===== src/rtl/matvec_sequencer.sv =====
// rtl/matvec_sequencer.sv - matrix-vector pass sequencer: word fetch, FIFO fill, MAC lane schedule
module matvec_sequencer #(
    parameter int          DATA_WIDTH   = 8,
    parameter int          ROWS         = 8,
    parameter logic [31:0] BASE_ADDR    = 32'h0,
    parameter int          DRAIN_CYCLES = 8
) (
    input  logic                  clk,
    input  logic                  rst_n,
    input  logic                  start,
    output logic                  busy,
    output logic                  done,
    output logic                  clr,
    output logic [31:0]           address,
    output logic                  read,
    input  logic [63:0]           readdata,
    input  logic                  readdatavalid,
    input  logic                  waitrequest,
    output logic [DATA_WIDTH-1:0] fifo_wdata,
    output logic [ROWS-1:0]       wrreq_a,
    output logic                  wrreq_b,
    input  logic [ROWS-1:0]       wrfull_a,
    input  logic                  wrfull_b,
    output logic [ROWS-1:0]       rdreq_a,
    output logic                  rdreq_b
);
    localparam int ELEMS = 64 / DATA_WIDTH;
    localparam int BW    = (ELEMS > 1) ? $clog2(ELEMS) : 1;
    localparam int WW    = $clog2(ROWS + 1);
    localparam int TW    = $clog2(2 * ROWS);
    localparam int DW    = (DRAIN_CYCLES > 1) ? $clog2(DRAIN_CYCLES) : 1;

    typedef enum logic [2:0] {
        IDLE, CLEAR, REQ, WAIT, WRITE, CALC, DRAIN, DONE
    } state_t;

    state_t                              state;
    logic [WW-1:0]                       w;
    logic [BW-1:0]                       b;
    logic [TW-1:0]                       t;
    logic [DW-1:0]                       dcnt;
    // Byte 0 goes straight to fifo_wdata on capture, so only the upper elements are kept.
    logic [ELEMS-2:0][DATA_WIDTH-1:0]    upper;
    logic [ROWS-1:0]                     wr_sel_a;
    logic                                wr_sel_b;
    logic                                tgt_full;

    function automatic logic [ROWS-1:0] row_onehot(input logic [WW-1:0] idx);
        row_onehot = '0;
        for (int i = 0; i < ROWS; i++) begin
            if (idx == WW'(i)) row_onehot[i] = 1'b1;
        end
    endfunction

    // Lane i consumes its row during the diagonal window t = i .. i+ROWS-1.
    function automatic logic [ROWS-1:0] lane_mask(input logic [TW-1:0] tv);
        for (int i = 0; i < ROWS; i++) begin
            lane_mask[i] = (int'(tv) >= i) && (int'(tv) < i + ROWS);
        end
    endfunction

    // The selected target is registered; the full flag gates the strobe in the same cycle
    // so a full FIFO never sees a write and the byte index simply holds.
    assign tgt_full = (|(wr_sel_a & wrfull_a)) | (wr_sel_b & wrfull_b);
    assign wrreq_a  = wr_sel_a & ~wrfull_a;
    assign wrreq_b  = wr_sel_b & ~wrfull_b;

    // Pass sequencer: every output register is loaded on the transition into its state.
    always_ff @(posedge clk or negedge rst_n) begin
        if (!rst_n) begin
            state      <= IDLE;
            w          <= '0;
            b          <= '0;
            t          <= '0;
            dcnt       <= '0;
            upper      <= '0;
            wr_sel_a   <= '0;
            wr_sel_b   <= 1'b0;
            busy       <= 1'b0;
            done       <= 1'b0;
            clr        <= 1'b0;
            address    <= '0;
            read       <= 1'b0;
            fifo_wdata <= '0;
            rdreq_a    <= '0;
            rdreq_b    <= 1'b0;
        end else begin
            clr  <= 1'b0;
            done <= 1'b0;
            case (state)
                IDLE: begin
                    if (start) begin
                        state <= CLEAR;
                        w     <= '0;
                        b     <= '0;
                        t     <= '0;
                        busy  <= 1'b1;
                        clr   <= 1'b1;
                    end
                end
                CLEAR: begin
                    state   <= REQ;
                    read    <= 1'b1;
                    address <= BASE_ADDR + 32'(w);
                end
                REQ: begin
                    if (!waitrequest) begin
                        state <= WAIT;
                        read  <= 1'b0;
                    end
                end
                WAIT: begin
                    if (readdatavalid) begin
                        state      <= WRITE;
                        upper      <= readdata[63:DATA_WIDTH];
                        fifo_wdata <= readdata[DATA_WIDTH-1:0];
                        b          <= '0;
                        if (w == WW'(ROWS)) wr_sel_b <= 1'b1;
                        else                wr_sel_a <= row_onehot(w);
                    end
                end
                WRITE: begin
                    if (!tgt_full) begin
                        if (b == BW'(ELEMS - 1)) begin
                            wr_sel_a <= '0;
                            wr_sel_b <= 1'b0;
                            b        <= '0;
                            if (w == WW'(ROWS)) begin
                                state   <= CALC;
                                t       <= '0;
                                rdreq_b <= 1'b1;
                                rdreq_a <= lane_mask('0);
                            end else begin
                                state   <= REQ;
                                w       <= w + 1'b1;
                                read    <= 1'b1;
                                address <= BASE_ADDR + 32'(w) + 32'd1;
                            end
                        end else begin
                            b          <= b + 1'b1;
                            fifo_wdata <= upper[b];
                        end
                    end
                end
                CALC: begin
                    if (t == TW'(2 * ROWS - 2)) begin
                        state   <= DRAIN;
                        rdreq_a <= '0;
                        rdreq_b <= 1'b0;
                        dcnt    <= '0;
                    end else begin
                        t       <= t + 1'b1;
                        rdreq_b <= (int'(t) + 1 < ROWS);
                        rdreq_a <= lane_mask(t + 1'b1);
                    end
                end
                DRAIN: begin
                    if (dcnt == DW'(DRAIN_CYCLES - 1)) begin
                        state <= DONE;
                        done  <= 1'b1;
                    end else begin
                        dcnt <= dcnt + 1'b1;
                    end
                end
                DONE: begin
                    state <= IDLE;
                    busy  <= 1'b0;
                end
                default: state <= IDLE;
            endcase
        end
    end
endmodule


===== config.mk =====
export PLATFORM = sky130hd
export DESIGN_NAME = matvec_sequencer
export DESIGN_NICKNAME = d
export VERILOG_FILES = /design/src/rtl/matvec_sequencer.sv
export SDC_FILE = /design/constraint.sdc
export NUM_CORES = 1
export LEC_CHECK = 0
export CORE_UTILIZATION = 47
export DETAILED_ROUTE_END_ITERATION = 6
export PLACE_DENSITY = 0.76
export SLEW_MARGIN = 20
export SYNTH_ARGS = -nofsm -noshare
export SYNTH_HDL_FRONTEND = slang
export SYNTH_SLANG_ARGS = --single-unit

===== constraint.sdc =====
create_clock -name clk -period 2.3 [get_ports clk]
set_input_delay 0.345 -clock clk [delete_from_list [all_inputs] [get_ports clk]]
set_output_delay 0.345 -clock clk [all_outputs]
set_load 0.1 [all_outputs]

-- Yosys cells after proc, flatten, opt, wreduce, memory -nomap -nowiden
Cells that the tools add are included.
- bits in read-only memories: 0
- memories kept: 0
- input bits: 78
- output and inout port bits: 62
- bits in registers: 135
- RAM bits: 0
- bits in latches: 0
- logic and storage cells: 191
- multipliers: 0
- muxes and demuxes: 75
- add/sub/neg operators: 6
- shift operators: 0
- bitwise operators: 7
- reduce and logical (&&, ||, !) cells: 32
- magnitude comparators: 17
- equal/unequal tests: 32
- div/mod/pow operators: 0
- operators by type and width (kind ; number):
    $mux W32 ; 3
    $mux W8 ; 12
    $pmux W32 S2 ; 1
    $pmux W8 S2 ; 3
    $mux W3 ; 14
    $lt A4 B4 Y1 const B ; 8
    $mux W4 ; 8
    $ne A2 B2 Y1 const B ; 14
    $bmux W8 S3 ; 1
    $mux W1 ; 24
    $pmux W3 S8 ; 1
    $reduce_and A5 Y1 ; 4
    $eq A3 B3 Y1 const B ; 6
    $and A8 B8 Y8 ; 2
    $eq A4 B3 Y1 const B ; 4
    $ge A4 B3 Y1 const B ; 4
    $reduce_and A4 Y1 ; 4
    $pmux W4 S3 ; 1
    $reduce_bool A2 Y1 ; 6
    $add A4 B1 Y5 const B ; 2
    $pmux W3 S3 ; 1
    $reduce_bool A3 Y1 ; 3
    $add A4 B1 Y4 const B ; 2
    $eq A4 B2 Y1 const B ; 2
    other kinds (25) ; 39

-- Logic depth before layout (Yosys ltp)
Gate-level depths: netlist (run 1).
- depth in word-level cells: 5
- mapped depth: 9
- mapped depth without buffers: 8

-- Worst setup path after synthesis (run 1)
Ideal clock, no wire load.
- kind: register to output
- start point: register wr_sel_b
- end point: output port wrreq_b
- stages on the path, launching flop included: 2
- path slack: 257 ps
- data required time: 1955 ps
- data arrival time: 1698 ps
- buffers on the path: 0
- cells stage by stage: dfrtp_1 -> nor2b_1
- word-level cells in the longest chain between the ends: 1
- ends and longest elaborated chain (item ; RTL line ; source):
    start, declared ; 45 ; logic wr_sel_b;
    start signal, assigned ; 78 ; wr_sel_b <= 1'b0;
    start signal, assigned ; 118 ; if (w == WW'(ROWS)) wr_sel_b <= 1'b1;
    start signal, assigned ; 126 ; wr_sel_b <= 1'b0;
    $and A1 B1 Y1 ; 66 ; assign wrreq_b = wr_sel_b & ~wrfull_b;
    end, declared ; 21 ; output logic wrreq_b,
Every way passes these cells.

-- Worst setup path in the final report (run 1)
- start point: register w[0]
- end point: register address[3]
- word-level cells in the longest chain between the ends: 5
- elaborated cells between the ends (all ways): 8
- classes of those cells: 1 x add/sub; 2 x eq/ne; 4 x mux; 1 x reduce/logical
- ends and longest elaborated chain (item ; RTL line ; source):
    start, declared ; 38 ; logic [WW-1:0] w;
    start signal, assigned ; 135 ; w <= w + 1'b1;
    $add A4 B1 Y5 ; 137 ; address <= BASE_ADDR + 32'(w) + 32'd1;
    $mux W32 ; 128 ; if (w == WW'(ROWS)) begin
    $mux W32 ; 124 ; if (b == BW'(ELEMS - 1)) begin
    $mux W32 ; 123 ; if (!tgt_full) begin
    $pmux W32 S2 ; 90 ; case (state)
    end signal, assigned ; 104 ; address <= BASE_ADDR + 32'(w);
    end signal, assigned ; 137 ;
    end, declared ; 14 ; output logic [31:0] address,
Parallel ways exist; a longest one is shown, timed or not. The select of a mux whose other input is x is not followed.
A chain may end at the register's enable or synchronous reset.

==> results of run 1 <==
## cell usage in the layout, fill, tap and decap left out, types with 4 or more instances in the layout
master | Yosys | layout
nand2_1 | 199 | 198
dfrtp_1 | 108 | 108
clkdlybuf4s50_1 | 0 | 76
buf_4 | 28 | 56
mux2i_1 | 37 | 37
nor2_1 | 35 | 35
conb_1 | 1 | 27
inv_1 | 25 | 25
a21oi_1 | 20 | 20
ha_1 | 19 | 19
o21ai_0 | 14 | 14
buf_12 | 0 | 12
a22oi_1 | 11 | 11
nand3b_1 | 11 | 11
o22a_1 | 9 | 9
a22o_1 | 9 | 9
clkbuf_16 | 0 | 9
o211ai_1 | 8 | 8
nor2b_1 | 7 | 6
a31oi_1 | 5 | 5
nand2b_1 | 4 | 4
nand3_1 | 4 | 4
o22ai_1 | 4 | 4
## logic make-up after synthesis
| family | Yosys count |
|---|---|
| and+or+nand+nor | 282 |
| DFF | 108 |
| buffers and inverters | 87 |
| adders and majority gates | 19 |
| AOI/OAI and AO/OA | 104 |
| xor gates and xnor gates | 2 |
| muxes | 39 |
| other | 1 |
## stage by stage
step,instances,util (%),TNS [ns]
3_5_place_dp,897,59.4,-4.20
2_1_floorplan,668,-,0
4_1_cts,913,61.8,0
3_3_place_gp,897,59.4,-2.87
6_report,913,61.8,0
5_1_grt,913,61.8,0
## critical path, stage by stage, from the launching register on
cell,delay [ns]
dfrtp_1,0.44
inv_1,0.11
ha_1,0.26
and3b_1,0.21
or3_1,0.36
a21oi_2,0.17
nor2b_2,0.21
buf_4,0.16
a2bb2oi_1,0.17
## sequential cells by signal, summed over array words and instances, names as in the netlist, 3 cells and up
signal / flops
upper: 56
fifo_wdata: 8
rdreq_a: 8
wr_sel_a: 8
address: 5
t: 4
w: 4
b: 3
dcnt: 3
state: 3
## power by group through the flow
stage          registers, mW  clock network [mW]  logic (mW)
3_5_place_dp            3.09                   0        4.23
2_1_floorplan           4.00                   0        2.13
4_1_cts                 3.06                1.53        4.24
5_1_grt                 3.14                1.60        4.55
6_report                3.06                1.50        4.23
3_3_place_gp            3.05                   0        4.11
## path summary, 6_finish.rpt
path                       cells after the start  slack, ns         end     start
max                                            8       0.13  address[3]      w[0]
min                                            1      0.004        w[1]     rst_n
max reg2reg                                    8       0.13  address[3]      w[0]
min reg2reg                                    2       0.48    upper[6]  upper[6]
max in group asynchronous                      2       1.60   upper[45]     rst_n
min in group clk                               2       0.48    upper[6]  upper[6]
## cell type report
cell class	instances	area share (%)
Timing Repair Buffer	144	19.1
Clock inverter	6	0.624
Inverter	25	1.26
Clock buffer	10	3.22
Multi-Input combinational cell	473	36.9
Sequential cell	108	36.4
Tap cell	147	2.48
## metal layers
layer  share of wire (%)  vias up
met4                 1.7        0
li1                    -     2339
met1                  44     2372
met2                  50      130
met3                 4.8       19
met5                   0        -
## timing repair
action | 4_1_cts | 5_1_grt
setup endpoints to repair | 0 | 4
gates resized for setup | 0 | 1
hold buffers | 0 | 0
==> metrics.log, run 1 <==
[metrics] antenna violations before repair: 0
[metrics] number of max-cap violations: 0
[metrics] share of the synthesized area in the top cell type: 46.6%
[metrics] number of enable-type register cells in the synthesized netlist: 0
[metrics] area added between synthesis and finish: 28.1%
[metrics] number of post-CTS setup repair buffers: 0
[metrics] remaining design rule violation count: 0
[metrics] clock tree skew after final layout: 0.00811 ns
[metrics] total core area: 0.0120 mm2
[metrics] ys async rst share: 100%
[metrics] fraction of the mapped netlist area in compound gates: 13.4%
[metrics] TritonCTS clock tree: built
[metrics] Rel. slew slack: between 50% and 60%
[metrics] combinational share of power: approximately half
[metrics] dominant register cell in the synthesized netlist: dfrtp_1
[metrics] final worst path period need: 2.17 ns
[metrics] count of fill cells added during filler insertion: 1,036
[metrics] antenna diode count: 0
[metrics] Critical Path RT: 2.56 ns
[metrics] die height: around 110 um
[metrics] starting density of the core: about 48%
[metrics] later-pin clock latency in the skew report: between 0.3 and 0.4 ns
[metrics] Reg clk slew, reported paths: 0.07 ns
[metrics] FMAX: around 460 MHz
[metrics] Worst-Margin Slew: 0.655 ns
[metrics] result of the run: complete, no violations
[metrics] category of the most critical setup path: flip-flop to flip-flop
[metrics] multiplexer share of the synthesized area: under 10%
[metrics] post-synthesis cell type with the largest combined area: dfrtp_1
[metrics] kind of capture point of the worst setup path: flip-flop
[metrics] Internal Dissipation: about 4.7 mW
[metrics] clock root buffer master: clkbuf_16
[metrics] Std-Cell Rows: 40
[metrics] Worst VDD drop: 511 uV
[metrics] Vias per Instance: 5.32
[metrics] pre-CTS setup slack: -0.187 ns
[metrics] GR Util met3: 4.71%
[metrics] number of global-route vias before repair: between 4,000 and 5,000
[metrics] number of top-level pins: 140
[metrics] share of total power consumed by net switching: 46.1%
[metrics] most area-consuming cells after synthesis: dfrtp_1 (47%), nand2_1 (13%), mux2i_1 (6.4%), ha_1 (4.1%), buf_4 (3.6%)
[metrics] distinct cell type count after synthesis: 54
[metrics] overall power of the completed layout: about 8.8 mW
[metrics] number of warning messages in the yosys log: 0
[metrics] fraction of layout instances using a drive strength above 1: 12.5%
[metrics] pin count of the biggest net entering global routing: 58
[metrics] per-cell routed wire length: roughly 15 um
[metrics] Clock Path Buffers: 2
[metrics] most common cell in the netlist: nand2_1
[metrics] GR met1 Demand/Resource: 29.4%
[metrics] Final Setup Violations: 0
[metrics] type of the worst min-delay path: input pin to asynchronous set/reset pin
[metrics] placed cell areas: a little over 0.007 mm2
[metrics] most instantiated cells after synthesis: nand2_1 (199), dfrtp_1 (108), mux2i_1 (37)
[metrics] area share of xor/xnor cells in the synthesized design: 0.302%
[metrics] area of the multi-input gates: 0.00274 mm2
[metrics] number of clock sinks: 108
[metrics] Final Hold Viols: 0
[metrics] die boundary width: 113 um
[metrics] worst hold margin: 0.00408 ns
[metrics] Post-Synth Simple-Gate Area: 20.7%
[metrics] clock buffers created by TritonCTS: 9
[metrics] power share of the sequential group: about a third
[metrics] number of nets in the layout: 858
[metrics] design area: about 0.0074 mm2
[metrics] Global Route Usage Sum: approximately 23%
[metrics] Max FO, Critical Path: 6
[metrics] arrival time reported for the critical path endpoint: 2.43 ns
[metrics] total leakage power: 3.55 nW
[metrics] main combinational cell family by area after synthesis: simple AND/OR/NAND/NOR gates
[metrics] Post-Syn Instances: between 600 and 700
[metrics] RSZ-0062 raised after global routing: no
[metrics] net load switching power: 4.05 mW
[metrics] ANT nets after route: 0
[metrics] final wirelength: 13,900 um
[metrics] estimated wirelength of the detail-placed design: 10,300 um
[metrics] post-synthesis register bit count: between 100 and 150
[metrics] area of all sequential standard cells: 0.00270 mm2
[metrics] Initial DRC Count: 282
[metrics] remaining global-route overflow: 0
[metrics] synthesized area per cell: between 9 and 10 um2
[metrics] clock network fraction of design power: 17.1%
[metrics] final worst-path setup slack: between 0.1 and 0.15 ns
[metrics] period utilisation layout: 94.4%
[metrics] Max Transition Viols Final: 0
[metrics] I/O Buffers: 112
[metrics] routability-driven placement congestion ratio: 0.852
[metrics] power per unit of standard cell area: between 1000 and 1500 mW/mm2
[metrics] Critical Path Source Type: flip-flop
[metrics] highest-utilization routing layer at the global route stage: met2
[metrics] met2 GRT Util: 39.0%
[metrics] total standard cell area after synthesis: about 0.0058 mm2
[metrics] vias post-DR: 4,860
[metrics] synthesized-area fraction occupied by adder cells: between 4 and 5%
[metrics] count of H-tree levels built during CTS: 3
[metrics] sequential cell area fraction in the yosys report: 46.6%
[metrics] first-pass GRT wire length: 23,200 um
[metrics] DIE AREA: 0.0128 mm2
[metrics] router iterations before antenna repair: 5
(Power assumes the default switching activity.)
==> run 2: changes to the inputs <==
Settings changed: HOLD_SLACK_MARGIN set to 0.02.
==> results of run 2 <==
Final layout, timing and power as in run 1 (identical DEF).
==> run 3: changes to the inputs <==
Settings changed: PLACE_DENSITY 0.76 to unset, PLACE_DENSITY_LB_ADDON set to 0.3.
==> run 3 against run 2 <==
Register-to-register slack about the same. Via count decreased by 0.97%. Final cell count decreased by 0.22%. Sequential share of layout area unchanged. Sequential power about the same. Worst setup slack improved by 0.0070 ns. Sequential cell count unchanged. Clock power increased by 5%. Non-clock buffer count decreased by 2. Routed wire length increased by 0.16%. Global-route usage increased by 0.10 points. Hold slack improved by 0.029 ns.
==> metrics.log, run 3 (synthesis gave the netlist of run 1 again) <==
[metrics] category of the most critical setup path: input pin to flip-flop
[metrics] per-cell routed wire length: ~15 um
[metrics] total leakage power: roughly 3.5 nW
[metrics] RSZ-0062 raised after global routing: no
[metrics] final worst path period need: 2.16 ns
[metrics] Clock Path Buffers: 2
[metrics] result of the run: complete, no violations
[metrics] Std-Cell Rows: 40
[metrics] power per unit of standard cell area: 1180 mW/mm2
[metrics] type of the worst min-delay path: input pin to asynchronous set/reset pin
[metrics] Vias per Instance: 5.28
[metrics] Reg2Reg Launch Point: w[0]
[metrics] largest register by flop count: upper
[metrics] estimated wirelength of the detail-placed design: 10,200 um
[metrics] count of fill cells added during filler insertion: roughly 1,000
[metrics] fraction of layout instances using a drive strength above 1: 12.0%
[metrics] antenna diode count: 0
[metrics] DIE AREA: 0.0128 mm2
[metrics] clock buffers created by TritonCTS: 9
[metrics] total core area: 0.0120 mm2
[metrics] die boundary width: 113 um
[metrics] final worst-path setup slack: 0.137 ns
[metrics] FMAX: between 400 and 500 MHz
[metrics] pre-CTS setup slack: -0.173 ns
[metrics] antenna violations before repair: 0
[metrics] Final Setup Violations: 0
[metrics] routability-driven placement congestion ratio: 0.836
[metrics] number of top-level pins: 140
[metrics] clock root buffer master: clkbuf_16
[metrics] clock tree skew after final layout: 0.00894 ns
[metrics] Global Route Usage Sum: 23.0%
[metrics] die height: 113 um
[metrics] total of cells resized after clock tree synthesis: 0
[metrics] most common cell after layout, fill and taps aside: nand2_1
[metrics] M1 WL: 5990 um
[metrics] overall power of the completed layout: 8.79 mW
[metrics] number of clock sinks: 108
[metrics] met2 WL post-DR: 6890 um
[metrics] I/O Buffers: 112
[metrics] later-pin clock latency in the skew report: between 0.3 and 0.4 ns
[metrics] setup TNS: 0 ns
[metrics] Worst VDD drop: 420 uV
[metrics] kind of capture point of the worst setup path: flip-flop
[metrics] first-pass GRT wire length: 23,300 um
[metrics] number of nets in the layout: 856
[metrics] Worst-Margin Slew: around 0.66 ns
[metrics] final wirelength: 14,000 um
[metrics] count of H-tree levels built during CTS: 3
[metrics] Initial DRC Count: 221
[metrics] area added between synthesis and finish: 28.1%
[metrics] Max FO, Critical Path: 5
[metrics] arrival time reported for the critical path endpoint: 2.39 ns
[metrics] commonest cells after routing, fill and taps aside: nand2_1 (198), dfrtp_1 (108), clkdlybuf4s50_1 (76)
[metrics] ANT nets after route: 0
[metrics] pin count of the biggest net entering global routing: 58
[metrics] TritonCTS clock tree: built
[metrics] Largest register FFs: 56
[metrics] total of hold buffers inserted after clock tree synthesis: 0
[metrics] Critical Path RT: 2.52 ns
[metrics] Reg clk slew, reported paths: 0.07 ns
[metrics] number of max-cap violations: 0
[metrics] number of post-CTS setup repair buffers: 0
[metrics] Rel. slew slack: 56.0%
[metrics] Critical Path Source Type: input pin
[metrics] vias post-DR: 4,813
[metrics] Max Transition Viols Final: 0
[metrics] final standard cell utilization of the core: 61.8%
[metrics] number of global-route vias before repair: around 4,800
[metrics] router iterations before antenna repair: 4
[metrics] remaining design rule violation count: 0
[metrics] highest metal layer used by the detailed router: met4
[metrics] remaining global-route overflow: 0
[metrics] period utilisation layout: 94.1%
[metrics] met3 routed wirelength: 806 um
[metrics] Final Hold Viols: 0
[metrics] Worst Setup SP: wrfull_a[6]
[metrics] starting density of the core: 48.2%
run 3: final timing paths:
path,end,slack [ns],depth (start not counted)
max in group asynchronous,upper[40],1.56,2
setup reg to reg,address[0],0.14,8
hold reg to reg,upper[23],0.47,2
min in group clk,upper[23],0.47,2
hold / removal,wr_sel_a[1],0.03,1
setup / recovery,state[2],0.14,7
run 3: layout make-up:
type,instances,area [um2],share of cell area (%)
clock buffers,11,243,3.27
clock inverters,5,60.1,0.809
inverters,25,93.8,1.26
multi-input cells,473,2730,36.8
flip-flops and latches,108,2700,36.4
well taps,147,184,2.48
repair buffers,142,1410,18.9
run 3: critical path, stage by stage:
cell,delay [ns]
clkdlybuf4s50_1,0.44
a222oi_1,0.50
and2_1,0.34
a31oi_1,0.14
buf_4,0.17
o41ai_1,0.36
nand2_1,0.09
run 3: per-stage QoR:
stage / hold slack, ns / cells / area [um2]
3_5_place_dp: 0.426 / 895 / 7120
4_1_cts: 0.0621 / 911 / 7420
2_1_floorplan: 0.0494 / 668 / 5890
3_3_place_gp: 0.410 / 895 / 7120
5_1_grt: 0.0827 / 911 / 7420
6_report: 0.0328 / 911 / 7420
run 3: report_power, final:
part           total, mW  switching, mW  internal (mW)
logic               4.14           2.80           1.34
clock network       1.57          0.693          0.879
registers           3.07          0.482           2.59
total               8.79           3.97           4.81
run 3: routing by layer:
layer / GRT usage (%) / vias to the layer above
met5: 0 / -
met1: 29.6 / 2280
met2: 38.9 / 168
met3: 3.96 / 24
met4: 8.51 / 0
li1: - / 2341
